### config.mk
export PLATFORM = sky130hd
export DESIGN_NAME = pipeline_hazard_ctrl
export DESIGN_NICKNAME = d
export VERILOG_FILES = /design/src/rtl/pipeline_hazard_ctrl.sv
export SDC_FILE = /design/constraint.sdc
export NUM_CORES = 1
export LEC_CHECK = 0
export ABC_AREA = 1
export CORE_MARGIN = 3
export CORE_UTILIZATION = 40
export DETAILED_ROUTE_END_ITERATION = 8
export PLACE_DENSITY = 0.71
export SYNTH_ARGS = -nofsm -noshare
export SYNTH_HDL_FRONTEND = slang
export SYNTH_SLANG_ARGS = --single-unit
### constraint.sdc
create_clock -name clk -period 2.8 [get_ports clk]
set_input_delay 0.7 -clock clk [delete_from_list [all_inputs] [get_ports clk]]
set_output_delay 0.7 -clock clk [all_outputs]
set_load 0.01 [all_outputs]
### src/rtl/pipeline_hazard_ctrl.sv
// Central stall/flush controller for the 5-stage MIPS pipeline.
//
// Detects load-use hazards, sequences taken-branch flushes over FLUSH_CYCLES
// cycles and freezes the whole pipeline while data memory is busy. Also keeps
// a saturating stall-cycle counter and a sticky data-memory timeout flag.
//
// Ports:
//   clk, reset          clock and synchronous active-high reset
//   id_rs, id_rt        source register fields of the instruction in ID
//   id_uses_rt          ID instruction reads rt
//   ex_memread, ex_rt   EX instruction is a load, and its destination
//   ex_branch_taken     branch in EX resolved taken
//   imem_ready          fetch data valid this cycle
//   dmem_ready          data memory access complete (1 when idle)
//   pcsrc, hazard       IF controls: take branch offset / hold PC
//   stall_id, stall_ex  hold IF/ID, hold ID/EX and EX/MEM
//   flush_id, flush_ex  bubble into IF/ID, bubble into ID/EX
//   state               debug encoding RUN=0, FLUSH=1, DWAIT=2
//   stall_cycles        saturating count of cycles with hazard=1
//   mem_err             sticky dmem timeout flag
module pipeline_hazard_ctrl #(
  parameter int unsigned REGW         = 5,
  parameter int unsigned FLUSH_CYCLES = 1,
  parameter int unsigned TIMEOUT      = 64,
  parameter int unsigned CNTW         = 32
) (
  input  logic            clk,
  input  logic            reset,
  input  logic [REGW-1:0] id_rs,
  input  logic [REGW-1:0] id_rt,
  input  logic            id_uses_rt,
  input  logic            ex_memread,
  input  logic [REGW-1:0] ex_rt,
  input  logic            ex_branch_taken,
  input  logic            imem_ready,
  input  logic            dmem_ready,
  output logic            pcsrc,
  output logic            hazard,
  output logic            stall_id,
  output logic            stall_ex,
  output logic            flush_id,
  output logic            flush_ex,
  output logic [1:0]      state,
  output logic [CNTW-1:0] stall_cycles,
  output logic            mem_err
);

  localparam logic [1:0] RUN   = 2'd0;
  localparam logic [1:0] FLUSH = 2'd1;
  localparam logic [1:0] DWAIT = 2'd2;

  localparam int unsigned WCW = $clog2(TIMEOUT + 1);
  localparam logic [WCW-1:0] WMAX = WCW'(TIMEOUT);
  // Remaining flush cycles after the branch-resolution cycle itself.
  localparam logic [3:0] FINIT = 4'(FLUSH_CYCLES - 1);

  logic [1:0]      state_q, state_d;
  logic [3:0]      fcnt_q, fcnt_d;
  logic [WCW-1:0]  wcnt_q, wcnt_d;
  logic [CNTW-1:0] stall_q;
  logic            err_q, err_d;
  logic            lu;

  // A load into $zero never creates a real dependency.
  assign lu = ex_memread && (ex_rt != '0) &&
              ((ex_rt == id_rs) || (id_uses_rt && (ex_rt == id_rt)));

  always_comb begin
    pcsrc    = 1'b0;
    hazard   = 1'b0;
    stall_id = 1'b0;
    stall_ex = 1'b0;
    flush_id = 1'b0;
    flush_ex = 1'b0;
    state_d  = state_q;
    fcnt_d   = fcnt_q;
    wcnt_d   = wcnt_q;
    err_d    = err_q;

    if (reset) begin
      // Controls stay low; registers are cleared in the sequential block.
    end else if (!dmem_ready) begin
      // Freeze everything; a pending branch or flush resumes afterwards.
      hazard   = 1'b1;
      stall_id = 1'b1;
      stall_ex = 1'b1;
      wcnt_d   = (wcnt_q == WMAX) ? WMAX : wcnt_q + 1'b1;
      if (wcnt_d == WMAX) begin
        err_d = 1'b1;
      end
      if (state_q != FLUSH) begin
        state_d = DWAIT;
      end
    end else begin
      wcnt_d = '0;
      if (state_q == FLUSH) begin
        // Wrong-path instructions: branch and load-use inputs are ignored.
        flush_id = 1'b1;
        hazard   = !imem_ready;
        fcnt_d   = fcnt_q - 4'd1;
        if (fcnt_q == 4'd1) begin
          state_d = RUN;
        end
      end else begin
        // RUN, or DWAIT whose access just completed: same-cycle RUN rules.
        state_d = RUN;
        if (ex_branch_taken) begin
          pcsrc    = 1'b1;
          flush_id = 1'b1;
          flush_ex = 1'b1;
          if (FLUSH_CYCLES > 1) begin
            state_d = FLUSH;
            fcnt_d  = FINIT;
          end
        end else if (lu) begin
          hazard   = 1'b1;
          stall_id = 1'b1;
          flush_ex = 1'b1;
        end else if (!imem_ready) begin
          hazard   = 1'b1;
          flush_id = 1'b1;
        end
      end
    end
  end

  always_ff @(posedge clk) begin
    if (reset) begin
      state_q <= RUN;
      fcnt_q  <= '0;
      wcnt_q  <= '0;
      stall_q <= '0;
      err_q   <= 1'b0;
    end else begin
      state_q <= state_d;
      fcnt_q  <= fcnt_d;
      wcnt_q  <= wcnt_d;
      err_q   <= err_d;
      if (hazard && (stall_q != {CNTW{1'b1}})) begin
        stall_q <= stall_q + 1'b1;
      end
    end
  end

  assign state        = state_q;
  assign stall_cycles = stall_q;
  assign mem_err      = err_q;

endmodule

==> results.py, run 1 <==
metrics = {
    "status": {
        "run_status": "finished, final reports clean",
    },
    "floorplanning": {
        "die_area_um2": 7620,
        "die_w_um": 87.3,
        "fp.coreArea_um2": 6170,
        "die_h_um": 87.3,
        "io_pins": 63,
        "row_count": 28,
        "start_util_pct": 42.9,
    },
    "routing": {
        "drt_wl_total_um": 6390,
        "antenna_left": 0,
        "routed_via_density": 4.84,
        "drt_pass1_iterations": 4,
        "vias": 2813,
        "post_drt_wl_per_cell_um": 11.0,
        "drc_errors": 0,
        "drt_iter0_drc": 138,
    },
    "sta": {
        "hold-worst-slack_ns": 0.448,
        "clock-skew-final_ns": 0.00695,
        "worst_slew_pin_slew_ns": 0.578,
        "hold_viol": 0,
        "fmax_mhz": 376,
        "rsz0062_at_grt": "false",
        "finalWorstSetupSlack_ns": 0.138,
        "setup_violations": 0,
        "max_slew_margin_pct": 61.5,
        "maxSlewViolCount": 0,
        "finalCritPeriodShare_pct": 95.1,
        "fin_crit_ns": 2.66,
    },
    "cts": {
        "numCtsBuffers": 5,
        "clkSlewWorstSetupHoldPaths_ns": 0.08,
        "clock-root-buffer": "clkbuf_8",
        "cts_buffer_depth": 2,
        "hold_buffers": 0,
        "postCtsSetupBuffers": 0,
        "cts_max_level": 2,
        "cts_tree": "built",
        "clk-insertion-delay-late_ns": 0.30,
        "cts.sinks": 41,
    },
    "place": {
        "gp_congestion": 0.878,
        "post_dp_cell_area_um2": 3330,
        "dpl_worst_slack_ns": -0.427,
        "io_buffers": 61,
        "hpwl_um": 4830,
    },
    "synthesis": {
        "ys.warnings.count": 0,
        "synth_seq_area_share_pct": 31.0,
        "synth-seq-cells": 41,
        "netlist_top_cells_area": "dfxtp_1, nand2_1, nor2_1",
        "syn_area_um2": 2650,
        "synth-compound-area-share_pct": 7.28,
        "synth_edf_count": 0,
        "synth_top_family_by_area": "simple AND/OR/NAND/NOR gates",
        "synthMuxAreaShare_pct": 0,
        "netlist_instances": 442,
        "ys_types": 33,
        "async_flop_share_pct": 0,
        "avgSynthCellArea_um2": 5.98,
        "yosys.area_share.simple_pct": 47.0,
        "syn-num-nets": 467,
        "synth_xor_area_share_pct": 0.993,
        "synthDominantCellAreaShare_pct": 31.0,
        "synthFlopType": "dfxtp_1",
        "yosysTopAreaCell": "dfxtp_1",
        "synthAdderAreaFrac_pct": 1.42,
    },
    "critical_path": {
        "reg2reg_from": "stall_cycles[0]",
        "r2r_end": "stall_cycles[25]",
        "critPathKind": "input port to output port",
        "cp_data_arrival_time_ns": 1.96,
        "critPathCaptureType": "output port",
        "startpoint": "id_rt[0]",
        "cp-start-kind": "input port",
        "required_ns": 2.10,
        "regToRegSetupSlack_ns": 0.68,
        "critPathMaxFanout": 2,
        "worstSetupEndpoint": "flush_id",
        "r2r_cells": 10,
    },
    "final_layout": {
        "final_util_pct": 55.6,
        "drive_above_1_share_pct": 9.29,
        "diodes": 0,
        "nFillCells": 590,
        "layout_commonest_cell": "nand2_1",
        "area_delta_synth_final_pct": 29.7,
        "nets": 530,
        "postLayoutCellArea_um2": 3430,
        "final_cell_mix": "nand2_1, nor2_1, inv_1",
    },
    "global_routing": {
        "grtUsageTotal_pct": 17.2,
        "overflow": 0,
        "antenna_found_initial": 0,
        "grt_pass1_vias": 2446,
        "grt_max_degree": 63,
        "grt_pass1_wl_um": 10600,
    },
    "job": {
        "maxCapViolCount": 0,
    },
    "worst_hold_path": {
        "hold_path_startpoint": "mem_err",
        "hold_path_class": "flop to flop",
    },
    "power": {
        "p_per_area_nw_per_um2": 342,
        "p_leak_nw": 1.63,
        "vdd_drop_max_mv": 0.281,
    },
}
==> cell type report <==
type / instances / area (um2) / share of cell area (%)
multi-input cells: 322 / 1510 / 43.9
flip-flops and latches: 41 / 821 / 23.9
clock buffers: 7 / 96.3 / 2.81
repair buffers: 68 / 656 / 19.1
inverters: 67 / 251 / 7.33
well taps: 75 / 93.8 / 2.74
clock inverters: 1 / 5.00 / 0.146
==> critical path, cell delays in order <==
cell and delay, ns:
clkdlybuf4s50_1 0.48, nor2_1 0.05, nor2_1 0.09, nand3_1 0.12, a21oi_1 0.15, inv_1 0.07
o21ai_2 0.12, inv_1 0.04, buf_2 0.13
==> per-layer routing <==
| layer | track usage (%) | wire length [um] | part of all wire [%] |
|---|---|---|---|
| met4 | 5.44 | 74 | 1.2 |
| met2 | 28.8 | 3070 | 48 |
| met1 | 21.7 | 2980 | 47 |
| met5 | 0 | 0 | 0 |
| met3 | 3.88 | 275 | 4.3 |
==> power by group <==
| part | switching, mW | internal, mW |
|---|---|---|
| clock | 0.212 | 0.223 |
| combinational | 0.0794 | 0.0636 |
| sequential | 0.00611 | 0.588 |
==> logic make-up (layout without fill, tap and decap cells) <==
logic type | count (synthesis) | in the layout
AND/OR/NAND/NOR | 277 | 277
buffers and inverters | 79 | 143
flip-flops | 41 | 41
AO/OA/AOI/OAI | 38 | 38
adder cells (fa/ha/maj) | 3 | 3
XOR/XNOR | 3 | 3
other | 1 | 1
==> cell usage after synthesis (2+ instances only) <==
library cell,number
dfxtp_1,41
nand4_1,6
nor2_2,2
nand3b_1,3
nor2_1,84
xor2_1,2
inv_1,56
inv_2,9
buf_4,2
nand3_1,48
nand2_2,6
nor3_1,6
buf_2,8
nand3_2,3
o21ai_0,2
ha_1,3
clkinv_1,2
a21oi_1,35
nor4_1,2
nand2_1,108
nor2_4,2
==> through the flow <==
step	power, mW	cells	TNS, ns
global placement	0.754	573	-1.54
finish	1.17	581	0
floorplan	0.688	442	0
CTS	1.19	581	-0.0000515
global route	1.23	581	0
detailed placement	0.758	573	-2.69
==> worst min path at each step <==
stage	endpoint	slack, ns	cells after the start
after floorplan	mem_err	0.47	2
after global placement	mem_err	0.44	2
after detailed placement	mem_err	0.44	2
after CTS	mem_err	0.45	2
after global routing	mem_err	0.47	2
final	mem_err	0.45	2
==> sequential cells by signal, indices dropped and copies added, names as in the netlist <==
register / count
mem_err: 1
state: 1
wcnt_q: 7
stall_cycles: 32
==> repair_timing <==
action,in CTS,in global routing
endpoints found under the hold margin,0,0
endpoints found under the setup margin,5,4
gates resized for setup,21,11
pin swaps,3,6
Note: power is estimated with default switching activity, not from simulation.
==> run 2, diff against run 1 <==
PLACE_DENSITY = 0.68   (was 0.71)
==> results.py, run 2 (synthesized netlist as in run 1, its figures left out) <==
metrics = {
    "place": {
        "hpwl_um": 4900,
        "io_buffers": 61,
        "dp_cells": 572,
        "dpl_worst_slack_ns": -0.419,
        "gp_congestion": 0.845,
    },
    "critical_path": {
        "required_ns": 2.10,
        "crit_family": "buffers and inverters",
        "critPathCaptureType": "output port",
        "slowest_delay_ns": 0.48,
        "worst_path_max_delay_cell": "clkdlybuf4s50_1",
        "path_buf_inv": 5,
        "critPathMostFrequentCell": "inv_1",
        "critPathMaxFanout": 2,
        "cp-start-kind": "input port",
        "worstPathCellList": "clkdlybuf4s50_1 > inv_1 > nand2_1 > nand2_1 > nor2_2 > nand3_1 > a21oi_1 > inv_1 > o21ai_1 > inv_1 > buf_2",
        "cp_data_arrival_time_ns": 2.03,
        "critPathKind": "input port to output port",
    },
    "sta": {
        "worst_slew_pin_slew_ns": 0.575,
        "maxSlewViolCount": 0,
        "fin_crit_ns": 2.73,
        "fmax_mhz": 366,
        "setup_violations": 0,
        "finalWorstSetupSlack_ns": 0.0674,
        "finalCritPeriodShare_pct": 97.6,
        "max_slew_margin_pct": 61.7,
        "hold_viol": 0,
        "clock-skew-final_ns": 0.00409,
    },
    "power": {
        "swShare_pct": 24.0,
        "p_leak_nw": 1.60,
        "p_seq_share_pct": 47.8,
        "clkPwrFrac_pct": 40.5,
        "combPwrFrac_pct": 11.7,
        "p_int_mw": 0.944,
        "vdd_drop_max_mv": 0.264,
        "p_sw_mw": 0.299,
        "p_per_area_nw_per_um2": 361,
    },
    "routing": {
        "drt_wl_total_um": 6550,
        "drt_pass1_iterations": 4,
        "drc_errors": 0,
        "vias": 2846,
        "routed_via_density": 4.91,
        "post_drt_wl_per_cell_um": 11.3,
        "drt_iter0_drc": 156,
        "antenna_left": 0,
    },
    "global_routing": {
        "grt_pass1_vias": 2515,
        "grt_max_degree": 63,
        "overflow": 0,
        "grt_pass1_wl_um": 11000,
        "grtUsageTotal_pct": 17.3,
        "antenna_found_initial": 0,
    },
    "final_layout": {
        "nFillCells": 618,
        "area_delta_synth_final_pct": 30.2,
        "largest_register_ffs": 32,
        "layout_commonest_cell": "nand2_1",
        "fin_cells": 580,
        "nets": 529,
        "drive_above_1_share_pct": 9.31,
        "final_cell_mix": "nand2_1, nor2_1, inv_1",
        "diodes": 0,
    },
    "cts": {
        "cts_tree": "built",
        "clkSlewWorstSetupHoldPaths_ns": 0.08,
        "cts_max_level": 2,
        "cts_buffer_depth": 2,
        "cts.sinks": 41,
        "numCtsBuffers": 5,
        "clk-insertion-delay-late_ns": 0.29,
        "clock-root-buffer": "clkbuf_8",
        "postCtsSetupBuffers": 0,
    },
    "floorplanning": {
        "fp.coreArea_um2": 6170,
        "row_count": 28,
        "start_util_pct": 42.9,
        "die_w_um": 87.3,
        "io_pins": 63,
        "die_h_um": 87.3,
        "die_area_um2": 7620,
    },
    "worst_hold_path": {
        "hold_path_class": "flop to flop",
    },
    "status": {
        "run_status": "finished, final reports clean",
    },
    "job": {
        "maxCapViolCount": 0,
    },
}
[run 2: changes by cell type in the layout (fill, tap and decap cells not counted), sizes merged]
cell	before	now
clkdlybuf4s50	43	48
clkinvlp	0	1
clkinv	3	2
clkbuf	8	6
dlygate4sd2	6	4
bufinv	0	1
dlymetal6s2s	8	5
[run 2: per-stage QoR]
step	hold slack, ns	area [um2]	power [mW]	setup TNS, ns	util [%]
3_3_place_gp	0.437	3320	0.754	-1.59	53.9
6_report	0.456	3440	1.24	0	55.9
5_1_grt	0.502	3440	1.30	-0.0135	55.9
3_5_place_dp	0.447	3320	0.756	-2.81	53.9
4_1_cts	0.460	3430	1.26	0	55.6
2_1_floorplan	0.468	2650	0.688	0	-
[run 2: worst reg2reg max path: stages (launching register included)]
cell	delay, ns
dfxtp_1	0.46
ha_1	0.20
nand2_1	0.13
nor2_4	0.19
nand4_4	0.16
nor2_4	0.16
nand3_2	0.27
inv_1	0.19
nor2_1	0.09
a21oi_1	0.14
nor2_1	0.06
[run 2: layer usage]
layer	global-route usage (%)	share of wire, %	vias to the layer above
met3	3.03	4.2	4
met4	4.04	0.73	0
met5	0	0	-
met1	23.3	48	1265
li1	-	-	1511
met2	28.8	47	66
[run 2: final cells by class]
| type | instances | area [um2] | area share [%] |
|---|---|---|---|
| tap | 75 | 93.8 | 2.72 |
| sequential | 41 | 821 | 23.8 |
| timing repair buffer | 67 | 649 | 18.9 |
| clock inverter | 2 | 37.5 | 1.09 |
| inverter | 67 | 251 | 7.30 |
| multi-input combinational | 322 | 1510 | 43.8 |
| clock buffer | 6 | 82.6 | 2.40 |
[run 2: worst paths after layout]
| path | startpoint | to | slack, ns | cells past startpoint |
|---|---|---|---|---|
| worst min-delay path | mem_err | mem_err | 0.46 | 2 |
| worst min register to register | mem_err | mem_err | 0.46 | 2 |
| worst max-delay path | id_rs[2] | flush_id | 0.07 | 11 |
| worst max register to register | stall_cycles[0] | stall_cycles[25] | 0.65 | 10 |
[run 2: timing repair]
| action | CTS | global route |
|---|---|---|
| setup endpoints to repair | 4 | 4 |
| resized for setup | 21 | 9 |
| hold buffers | 0 | 0 |
| pin swaps | 5 | 6 |
| cloned | 0 | 0 |
[run 2: power groups by stage]
stage               Clock [mW]  Combinational [mW]  Sequential, mW
floorplan                    0              0.0797           0.608
global placement             0               0.147           0.607
detailed placement           0               0.149           0.607
CTS                      0.519               0.145           0.594
global route             0.540               0.164           0.595
finish                   0.503               0.145           0.594
